### src/rtl/des_core_scheduler.sv
// des_core_scheduler
//   Spreads one seed-search job over NUM_CORES des_block instances. A job is
//   a 64-bit base seed plus a chunk count. Chunk k is started on the
//   lowest-index free core with seed base_seed + k. Each finished core's
//   counter is added into a 64-bit running total, and the core is then
//   restarted so it can be reused.
//
// Ports
//   clk, rst_n        clock, synchronous active-low reset
//   job_valid/ready   job handshake; job_base_seed, job_num_chunks describe it
//   abort             cancel the running job (only acted on in RUN)
//   core_start        one-cycle start pulse per core; core_seed valid with it
//   core_restart      one-cycle restart pulse per core
//   core_done         per-core done level
//   core_counter      per-core counters, core i at [i*CNT_W +: CNT_W]
//   busy, done        job in progress / job complete with total valid
//   total_counter     64-bit sum of collected counters (wraps)
//   chunks_done       chunks collected in the current job
module des_core_scheduler #(
   parameter int NUM_CORES = 4,
   parameter int CNT_W     = 32
) (
   input  logic                       clk,
   input  logic                       rst_n,
   input  logic                       job_valid,
   output logic                       job_ready,
   input  logic [63:0]                job_base_seed,
   input  logic [31:0]                job_num_chunks,
   input  logic                       abort,
   output logic [NUM_CORES-1:0]       core_start,
   output logic [NUM_CORES-1:0]       core_restart,
   output logic [63:0]                core_seed,
   input  logic [NUM_CORES-1:0]       core_done,
   input  logic [NUM_CORES*CNT_W-1:0] core_counter,
   output logic                       busy,
   output logic                       done,
   output logic [63:0]                total_counter,
   output logic [31:0]                chunks_done
);

   typedef enum logic [1:0] {IDLE, RUN, FINISH} state_t;

   state_t               state;
   logic [63:0]          base_seed_q;
   logic [31:0]          num_chunks_q;
   logic [31:0]          next_chunk_q;
   // alloc_q: core holds a chunk. release_q: core was collected last cycle
   // and is being restarted; it stays allocated until the next edge so it
   // can neither be re-collected nor re-dispatched while restarting.
   logic [NUM_CORES-1:0] alloc_q;
   logic [NUM_CORES-1:0] release_q;

   logic [NUM_CORES-1:0] free_mask;
   logic [NUM_CORES-1:0] coll_mask;
   logic [NUM_CORES-1:0] disp_onehot;
   logic [NUM_CORES-1:0] coll_onehot;
   logic [CNT_W-1:0]     coll_cnt;
   logic                 dispatch_ok;
   logic                 collect_ok;
   logic [31:0]          chunks_next;

   assign free_mask   = ~alloc_q;
   assign coll_mask   = alloc_q & ~release_q & core_done;
   assign dispatch_ok = (next_chunk_q < num_chunks_q) && (|free_mask);
   assign collect_ok  = |coll_mask;
   assign chunks_next = chunks_done + 32'(collect_ok);

   // Lowest-index pick: scan downward so the last hit is the lowest index.
   always_comb begin
      // NOTE: every output of this block gets a default first, so no path
      // leaves one unassigned and no latch is inferred.
      disp_onehot = '0;
      coll_onehot = '0;
      coll_cnt    = '0;
      for (int i = NUM_CORES - 1; i >= 0; i--) begin
         if (free_mask[i]) begin
            disp_onehot    = '0;
            disp_onehot[i] = 1'b1;
         end
         if (coll_mask[i]) begin
            coll_onehot    = '0;
            coll_onehot[i] = 1'b1;
            coll_cnt       = core_counter[i*CNT_W +: CNT_W];
         end
      end
   end

   // NOTE: all state and registered outputs use non-blocking assignments so
   // every register samples pre-edge values regardless of statement order.
   always_ff @(posedge clk) begin
      if (!rst_n) begin
         state         <= IDLE;
         base_seed_q   <= '0;
         num_chunks_q  <= '0;
         next_chunk_q  <= '0;
         alloc_q       <= '0;
         release_q     <= '0;
         job_ready     <= 1'b1;
         busy          <= 1'b0;
         done          <= 1'b0;
         core_start    <= '0;
         core_restart  <= '0;
         core_seed     <= '0;
         total_counter <= '0;
         chunks_done   <= '0;
      end else begin
         core_start   <= '0;
         core_restart <= '0;
         alloc_q      <= alloc_q & ~release_q;
         release_q    <= '0;

         case (state)
            IDLE, FINISH: begin
               if (job_valid) begin
                  base_seed_q   <= job_base_seed;
                  num_chunks_q  <= job_num_chunks;
                  next_chunk_q  <= '0;
                  total_counter <= '0;
                  chunks_done   <= '0;
                  done          <= 1'b0;
                  job_ready     <= 1'b0;
                  // An empty job passes through RUN for one cycle, where
                  // the completion check sends it straight to FINISH.
                  busy          <= (job_num_chunks != 32'd0);
                  state         <= RUN;
               end
            end

            RUN: begin
               if (abort) begin
                  core_restart <= alloc_q;
                  alloc_q      <= '0;
                  release_q    <= '0;
                  busy         <= 1'b0;
                  done         <= 1'b0;
                  job_ready    <= 1'b1;
                  state        <= IDLE;
               end else begin
                  if (dispatch_ok) begin
                     core_start   <= disp_onehot;
                     core_seed    <= base_seed_q + 64'(next_chunk_q);
                     next_chunk_q <= next_chunk_q + 32'd1;
                     alloc_q      <= (alloc_q & ~release_q) | disp_onehot;
                  end
                  if (collect_ok) begin
                     total_counter <= total_counter + 64'(coll_cnt);
                     chunks_done   <= chunks_next;
                     core_restart  <= coll_onehot;
                     release_q     <= coll_onehot;
                  end
                  // All chunks collected implies all were dispatched, so
                  // no dispatch can coincide with this transition.
                  if (chunks_next == num_chunks_q) begin
                     busy      <= 1'b0;
                     done      <= 1'b1;
                     job_ready <= 1'b1;
                     state     <= FINISH;
                  end
               end
            end

            default: state <= IDLE;
         endcase
      end
   end

endmodule
### config.mk
export PLATFORM = sky130hd
export DESIGN_NAME = des_core_scheduler
export DESIGN_NICKNAME = d
export VERILOG_FILES = /design/src/rtl/des_core_scheduler.sv
export SDC_FILE = /design/constraint.sdc
export NUM_CORES = 1
export LEC_CHECK = 0
export BUFFER_PORTS_ARGS = -buffer_cell sky130_fd_sc_hd__buf_2
export CORE_MARGIN = 2
export CORE_UTILIZATION = 60
export CTS_CLUSTER_SIZE = 10
export DETAILED_ROUTE_END_ITERATION = 12
export GPL_ROUTABILITY_DRIVEN = 0
export PLACE_DENSITY = 0.95
export RECOVER_POWER = 100
export SETUP_SLACK_MARGIN = 0.15
export SYNTH_ARGS = -nofsm -noshare
export SYNTH_HDL_FRONTEND = slang
export SYNTH_SLANG_ARGS = --single-unit
### constraint.sdc
create_clock -name clk -period 9.5 [get_ports clk]
set_input_delay 0.475 -clock clk [delete_from_list [all_inputs] [get_ports clk]]
set_output_delay 0.475 -clock clk [all_outputs]
set_load 0.01 [all_outputs]
==> summary.txt, run 1 <==
Global routing
  – Antenna violations before repair: 5
  – GRT Residual Overflow: 0
  – Maximum number of pins on one net before global-route repair: 115
  – First-pass GRT wire length: 101 mm
  – Vias in the first global route: between 15000 and 20000
  – Overall Global Routing Usage: a little under two fifths

Power and ir drop
  – Pwr/cell area: 139 nW/um2
  – Cell Int Power: 0.00219 W
  – Reg power frac: 45.9%
  – Clock network power share: 42.2%
  – Comb pwr share: 11.9%
  – Static leakage: between 8 and 9 nW
  – Sw frac: 27.1%
  – Max VDD drop: between 100 and 150 uV
  – Psw: 0.000812 W

Detailed routing
  – WL final: 64.0 mm
  – Initial DRC count: 2411
  – Wirelength per Cell: about 20 um
  – Vias: 20900
  – Via density: ~6.5
  – ANT nets after route: 0
  – DRC: 0
  – Router iterations before antenna repair: 6

Timing
  – Slew headroom: -176%
  – Final Hold Vio Count: 0
  – Final setup vio count: 0
  – Crit share post-route: around 73%
  – Final Skew: 0.0239 ns
  – Worst-Margin Slew: just over 4 ns
  – Fmax: 145 MHz
  – Post-route minimum period: 6.92 ns
  – RSZ-0062 raised after global routing: false
  – Final slew viol count: 449
  – Setup TNS: 0 ns

CTS
  – Postcts setup bufs: 0
  – CTS Buf Count: 37
  – Max clock buf depth: 3
  – Clock Sinks: between 300 and 400
  – Worst-Skew Late Latency: 0.53 ns
  – CTS resizes: 0
  – Clk root buf: clkbuf_16
  – TritonCTS clock tree: done
  – Clock-pin slew on the worst setup and hold paths: roughly 0.060 ns
  – # hold bufs at CTS: 0
  – H-tree depth: 2

Finish
  – Area delta synth->final: 15.1%
  – Fillers: 2495
  – Final #Nets: between 3000 and 4000
  – Ratio of cells with drive above 1 in the final layout: between 10% and 20%
  – Commonest cells after routing, fill and taps aside: nand2_1, a21oi_1, dfxtp_1
  – Finished Layout Cells: 3200
  – Most common cell after layout, fill and taps aside: nand2_1

Synthesis
  – Sequential share of the synthesized area: 32.9%
  – Post-Syn Area: 18800 um2
  – Syn Inst Count: 2481
  – Syn Nets: 2820
  – Yosys cell types: 85
  – Seq cells post-synth: 309
  – Synth top area cells: dfxtp_1, a21oi_1, nand2_1
  – Area leader, netlist: dfxtp_1
  – Number of synthesized flops with an enable pin: 0
  – Main synth FF type: dfxtp_1
  – Top-area cell type share of the netlist area: about 33%
  – Async SR Flop Fraction: 0%
  – Ys Warns: 0
  – Avg Inst Size Synth: 7.57 um2

Floorplanning
  – Die height: 181 um
  – Die area: 32700 um2
  – Num rows: 64
  – Die width: 181 um
  – Core area: approximately 30000 um2
  – I/O pin count: 403
  – Starting Density: approximately 61%

Placed design
  – Hpwl dp: approximately 46 mm
  – Number of port buffers: 402
  – DP Cell Count: 3148

Setup path
  – Worst Path Class, Setup: register to register
  – Startpoint types: register
  – Setup crit end kind: register
  – Critical path data arrival time: 7.29 ns
  – CP max FO: 37
  – Worst path required time: roughly 9.9 ns

Status
  – Failing checks: capacitance limit, slew limit
  – Status: finished, violations left

Flow run
  – Max Cap Viol: 6

Hold path
  – HP Class: input pin to register
## power by group through the flow
stage	clock network [W]	logic (W)	registers (W)
after floorplan	0	0.000217	0.00139
after global placement	0	0.000339	0.00140
after detailed placement	0	0.000351	0.00140
after CTS	0.00127	0.000355	0.00137
after global routing	0.00132	0.000390	0.00138
final	0.00127	0.000358	0.00138
## area by class of cell
| class | count | area, um2 | area share (%) |
|---|---|---|---|
| diodes | 6 | 15.0 | 0.0694 |
| repair buffers | 421 | 1910 | 8.84 |
| flip-flops and latches | 309 | 6190 | 28.6 |
| well taps | 396 | 495 | 2.29 |
| multi-input cells | 1958 | 11800 | 54.3 |
| clock buffers | 42 | 976 | 4.51 |
| clock inverters | 4 | 48.8 | 0.226 |
| inverters | 64 | 241 | 1.12 |
## through the flow
step	worst slack, ns	hold WS [ns]	utilization [%]	cell area, um2	total power, W
3_3_place_gp	4.58	0.438	67.9	20900	0.00174
6_report	2.58	0.182	70.3	21600	0.00300
4_1_cts	4.32	0.172	71.2	21900	0.00299
3_5_place_dp	4.25	0.442	67.9	20900	0.00175
5_1_grt	1.97	0.181	70.3	21600	0.00309
2_1_floorplan	5.29	0.441	-	18800	0.00161
## synth_stat cells, types with 4 or more instances
cell	count
o22ai_1	38
nand3b_1	10
and2_1	8
or3_1	56
o21ai_0	129
nand3_1	120
o31a_1	4
nor3b_1	5
nand2b_1	29
dfxtp_1	309
buf_4	4
buf_1	5
and3_1	32
and4_1	11
o31ai_1	24
xor2_1	52
inv_1	63
a211o_1	7
nor2b_1	14
o2bb2ai_1	7
or4_1	27
clkbuf_1	131
a21o_1	40
nor3_1	35
o211ai_1	8
o21a_1	12
nor4_1	24
xnor2_1	73
nand4_1	44
o2111ai_1	10
a211oi_1	23
a22oi_1	36
buf_2	7
o21bai_1	8
a31oi_1	23
a21boi_0	6
ha_1	105
a21oi_1	357
nand2_1	391
nor2_1	130
## layer usage
layer  share of wire (%)  vias up  wire [um]  track usage, %
met5                   0        -          0               0
met4                 6.5        0       4150            22.0
met3                  12      283       7450            7.12
met2                  46     1419      29100            62.0
met1                  36     9647      23300            45.7
li1                    -     9585          -               -
## critical path: stages, from the launching register on
cell	delay, ns
dfxtp_1	0.51
nand3b_1	0.11
clkbuf_1	0.68
nand2b_1	0.49
clkbuf_1	1.01
o22ai_1	0.23
a21oi_1	0.29
ha_1	0.30
a211oi_1	0.23
o21bai_1	0.18
a2111oi_0	1.03
o211ai_1	0.30
a21oi_1	0.28
o31a_1	0.63
and4bb_2	0.31
xnor2_1	0.13
nor2_1	0.05
## worst paths after layout
check	start	slack, ns	to	cells after the start
max	alloc_q[0]$_SDFF_PN0_	2.58	total_counter[63]$_SDFFE_PN0P_	16
max reg2reg	alloc_q[0]$_SDFF_PN0_	2.58	total_counter[63]$_SDFFE_PN0P_	16
min	job_base_seed[9]	0.18	base_seed_q[9]$_SDFFE_PN0P_	3
min reg2reg	core_seed[2]$_SDFFE_PN0P_	0.45	core_seed[2]$_SDFFE_PN0P_	2
## sequential cells by signal, indices dropped and copies added (netlist names)
signal,cells
base_seed_q,64
job_ready,1
release_q,4
total_counter,64
alloc_q,4
next_chunk_q,32
core_restart,4
chunks_done,32
state,2
busy,1
num_chunks_q,32
core_seed,64
done,1
core_start,4
## kinds of logic (layout without fill, tap and decap cells)
logic type,Yosys count,count (layout),synth area share (%)
and+or+nand+nor,962,962,25.2
adders and majority gates,107,107,7.21
other,0,6,0
xor gates and xnor gates,125,125,5.83
DFF,309,309,32.9
muxes,4,4,0.220
buffers and inverters,214,531,4.52
AOI/OAI and AO/OA,760,760,24.1
Power figures use the tool's default switching activity.
==> run 2, diff against run 1 <==
Settings changed: CORE_UTILIZATION 60 to 56, PLACE_DENSITY 0.95 to 0.93.
Clock period 9.5 ns to 7 ns, I/O delays scaled along.
==> summary.txt, run 2 (synthesized netlist as in run 1, its figures left out) <==
Detailed routing
  – Router iterations before antenna repair: 9 (was 6)
  – WL final: 65.0 mm (was 64.0 mm)
  – Wirelength per Cell: 20.0 um (about the same)
  – DRC: 0 (unchanged)
  – ANT nets after route: 0 (unchanged)
  – Via density: 6.46 (was 6.54)
  – Vias: 21000 (was 20900)
  – Initial DRC count: 2122 (was 2411)

Hold path
  – HP Class: input pin to register (unchanged)

Floorplanning
  – I/O pin count: 403 (unchanged)
  – Num rows: 67 (was 64)
  – Die width: 187 um (was 181 um)
  – Die height: 187 um (was 181 um)
  – Core area: 33300 um2 (was 30700 um2)
  – Die area: 35000 um2 (was 32700 um2)
  – Starting Density: 56.4% (was 61.1%)

Power and ir drop
  – Design Power: 0.00415 W (was 0.00300 W)
  – Max VDD drop: 171 uV (was 133 uV)
  – Pwr/cell area: 191 nW/um2 (was 139 nW/um2)
  – Static leakage: 8.51 nW (was 8.48 nW)

Finish
  – Fillers: 2801 (was 2495)
  – Ratio of cells with drive above 1 in the final layout: 11.2% (was 11.3%)
  – Final core utilization: 65.3% (was 70.3%)
  – Sequential Area: 6190 um2 (unchanged)
  – Finished Layout Cells: 3254 (was 3200)
  – Commonest cells after routing, fill and taps aside: nand2_1, a21oi_1, dfxtp_1 (unchanged)
  – Final #Nets: 3129 (was 3130)
  – Final instance area: 21700 um2 (was 21600 um2)
  – Largest registers: base_seed_q (64), core_seed (64), total_counter (64) (unchanged)
  – Area delta synth->final: 15.7% (was 15.1%)
  – Most common cell after layout, fill and taps aside: nand2_1 (unchanged)
  – Area of the multi-input gates: 11700 um2 (was 11800 um2)

Timing
  – Final slew viol count: 334 (was 449)
  – Fmax: 162 MHz (was 145 MHz)
  – Post-route minimum period: 6.16 ns (was 6.92 ns)
  – Setup TNS: 0 ns (unchanged)
  – Final Hold Vio Count: 0 (unchanged)
  – Worst-Margin Slew: 4.23 ns (was 4.12 ns)
  – Crit share post-route: 88.0% (was 72.8%)
  – Final setup vio count: 0 (unchanged)
  – RSZ-0062 raised after global routing: false (unchanged)
  – Final Skew: 0.0205 ns (was 0.0239 ns)
  – Slew headroom: -182% (was -176%)

CTS
  – Clock-pin slew on the worst setup and hold paths: 0.06 ns (about the same)
  – Postcts setup bufs: 0 (unchanged)
  – TritonCTS clock tree: done (unchanged)
  – Worst-Skew Late Latency: 0.53 ns (about the same)
  – # hold bufs at CTS: 0 (unchanged)
  – Max clock buf depth: 3 (unchanged)
  – CTS Buf Count: 38 (was 37)
  – CTS resizes: 0 (unchanged)
  – Clock Sinks: 309 (unchanged)
  – Clk root buf: clkbuf_16 (unchanged)
  – H-tree depth: 2 (unchanged)

Global routing
  – First-pass GRT wire length: 102 mm (was 101 mm)
  – Antenna violations before repair: 6 (was 5)
  – Vias in the first global route: 20100 (was 19500)
  – Overall Global Routing Usage: 35.3% (was 37.5%)
  – Maximum number of pins on one net before global-route repair: 110 (was 115)
  – GRT Residual Overflow: 0 (unchanged)

Setup path
  – CP max FO: 37 (unchanged)
  – Worst path required time: 7.36 ns (was 9.87 ns)
  – Worst Path Class, Setup: register to register (unchanged)
  – Setup crit end kind: register (unchanged)
  – Startpoint types: register (unchanged)
  – Critical path data arrival time: 6.52 ns (was 7.29 ns)

Status
  – Status: finished, violations left (unchanged)
  – Failing checks: capacitance limit, slew limit (unchanged)

Flow run
  – Max Cap Viol: 5 (was 6)

Placed design
  – Placed cell areas: 20900 um2 (about the same)
  – Hpwl dp: 47.3 mm (was 46.0 mm)
  – DP Cell Count: 3198 (was 3148)
  – Number of port buffers: 402 (unchanged)
run 2: layer usage:
layer | vias to the layer above | GRT usage, % | wire, um
met5 | - | 0 | 13
met4 | 2 | 22.7 | 4390
met3 | 310 | 6.96 | 7120
met2 | 1415 | 57.9 | 29400
met1 | 9711 | 42.4 | 24000
li1 | 9596 | - | -
run 2: where the power goes:
group / total (W) / internal (W) / switching [W]
clock: 0.00179 / 0.00104 / 0.000756
combinational: 0.000485 / 0.000177 / 0.000309
sequential: 0.00187 / 0.00181 / 0.0000572
run 2: path summary, 6_finish.rpt:
path	start	to	slack, ns	cells past startpoint
max	alloc_q[0]$_SDFF_PN0_	total_counter[63]$_SDFFE_PN0P_	0.84	14
min	job_base_seed[10]	base_seed_q[10]$_SDFFE_PN0P_	0.06	3
max reg2reg	alloc_q[0]$_SDFF_PN0_	total_counter[63]$_SDFFE_PN0P_	0.84	14
min reg2reg	core_seed[10]$_SDFFE_PN0P_	core_seed[10]$_SDFFE_PN0P_	0.45	2
run 2: layout make-up:
type	instances	area share, %
antenna	4	0.0461
clock buffer	49	4.80
clock inverter	3	0.173
inverter	64	1.13
multi-input combinational	1958	54.0
sequential	309	28.5
tap	448	2.58
timing repair buffer	419	8.78
run 2: metrics by stage:
stage          hold WS, ns  worst slack, ns
2_1_floorplan        0.441             2.79
3_3_place_gp         0.439             1.74
3_5_place_dp         0.442             1.50
4_1_cts             0.0498             1.44
5_1_grt             0.0578            0.586
6_report            0.0586            0.840
run 2: critical path, cell delays in order, from the launching register on:
cell and delay (ns):
dfxtp_1 0.41, nand3b_1 0.14, buf_4 0.37, and2_0 1.36
a21oi_1 0.35, ha_1 0.43, a211oi_1 0.21, o21bai_1 0.15
a2111oi_0 0.86, o211ai_1 0.32, a21oi_1 0.28, o31a_1 0.61
and4bb_2 0.31, xnor2_1 0.13, nor2_1 0.05
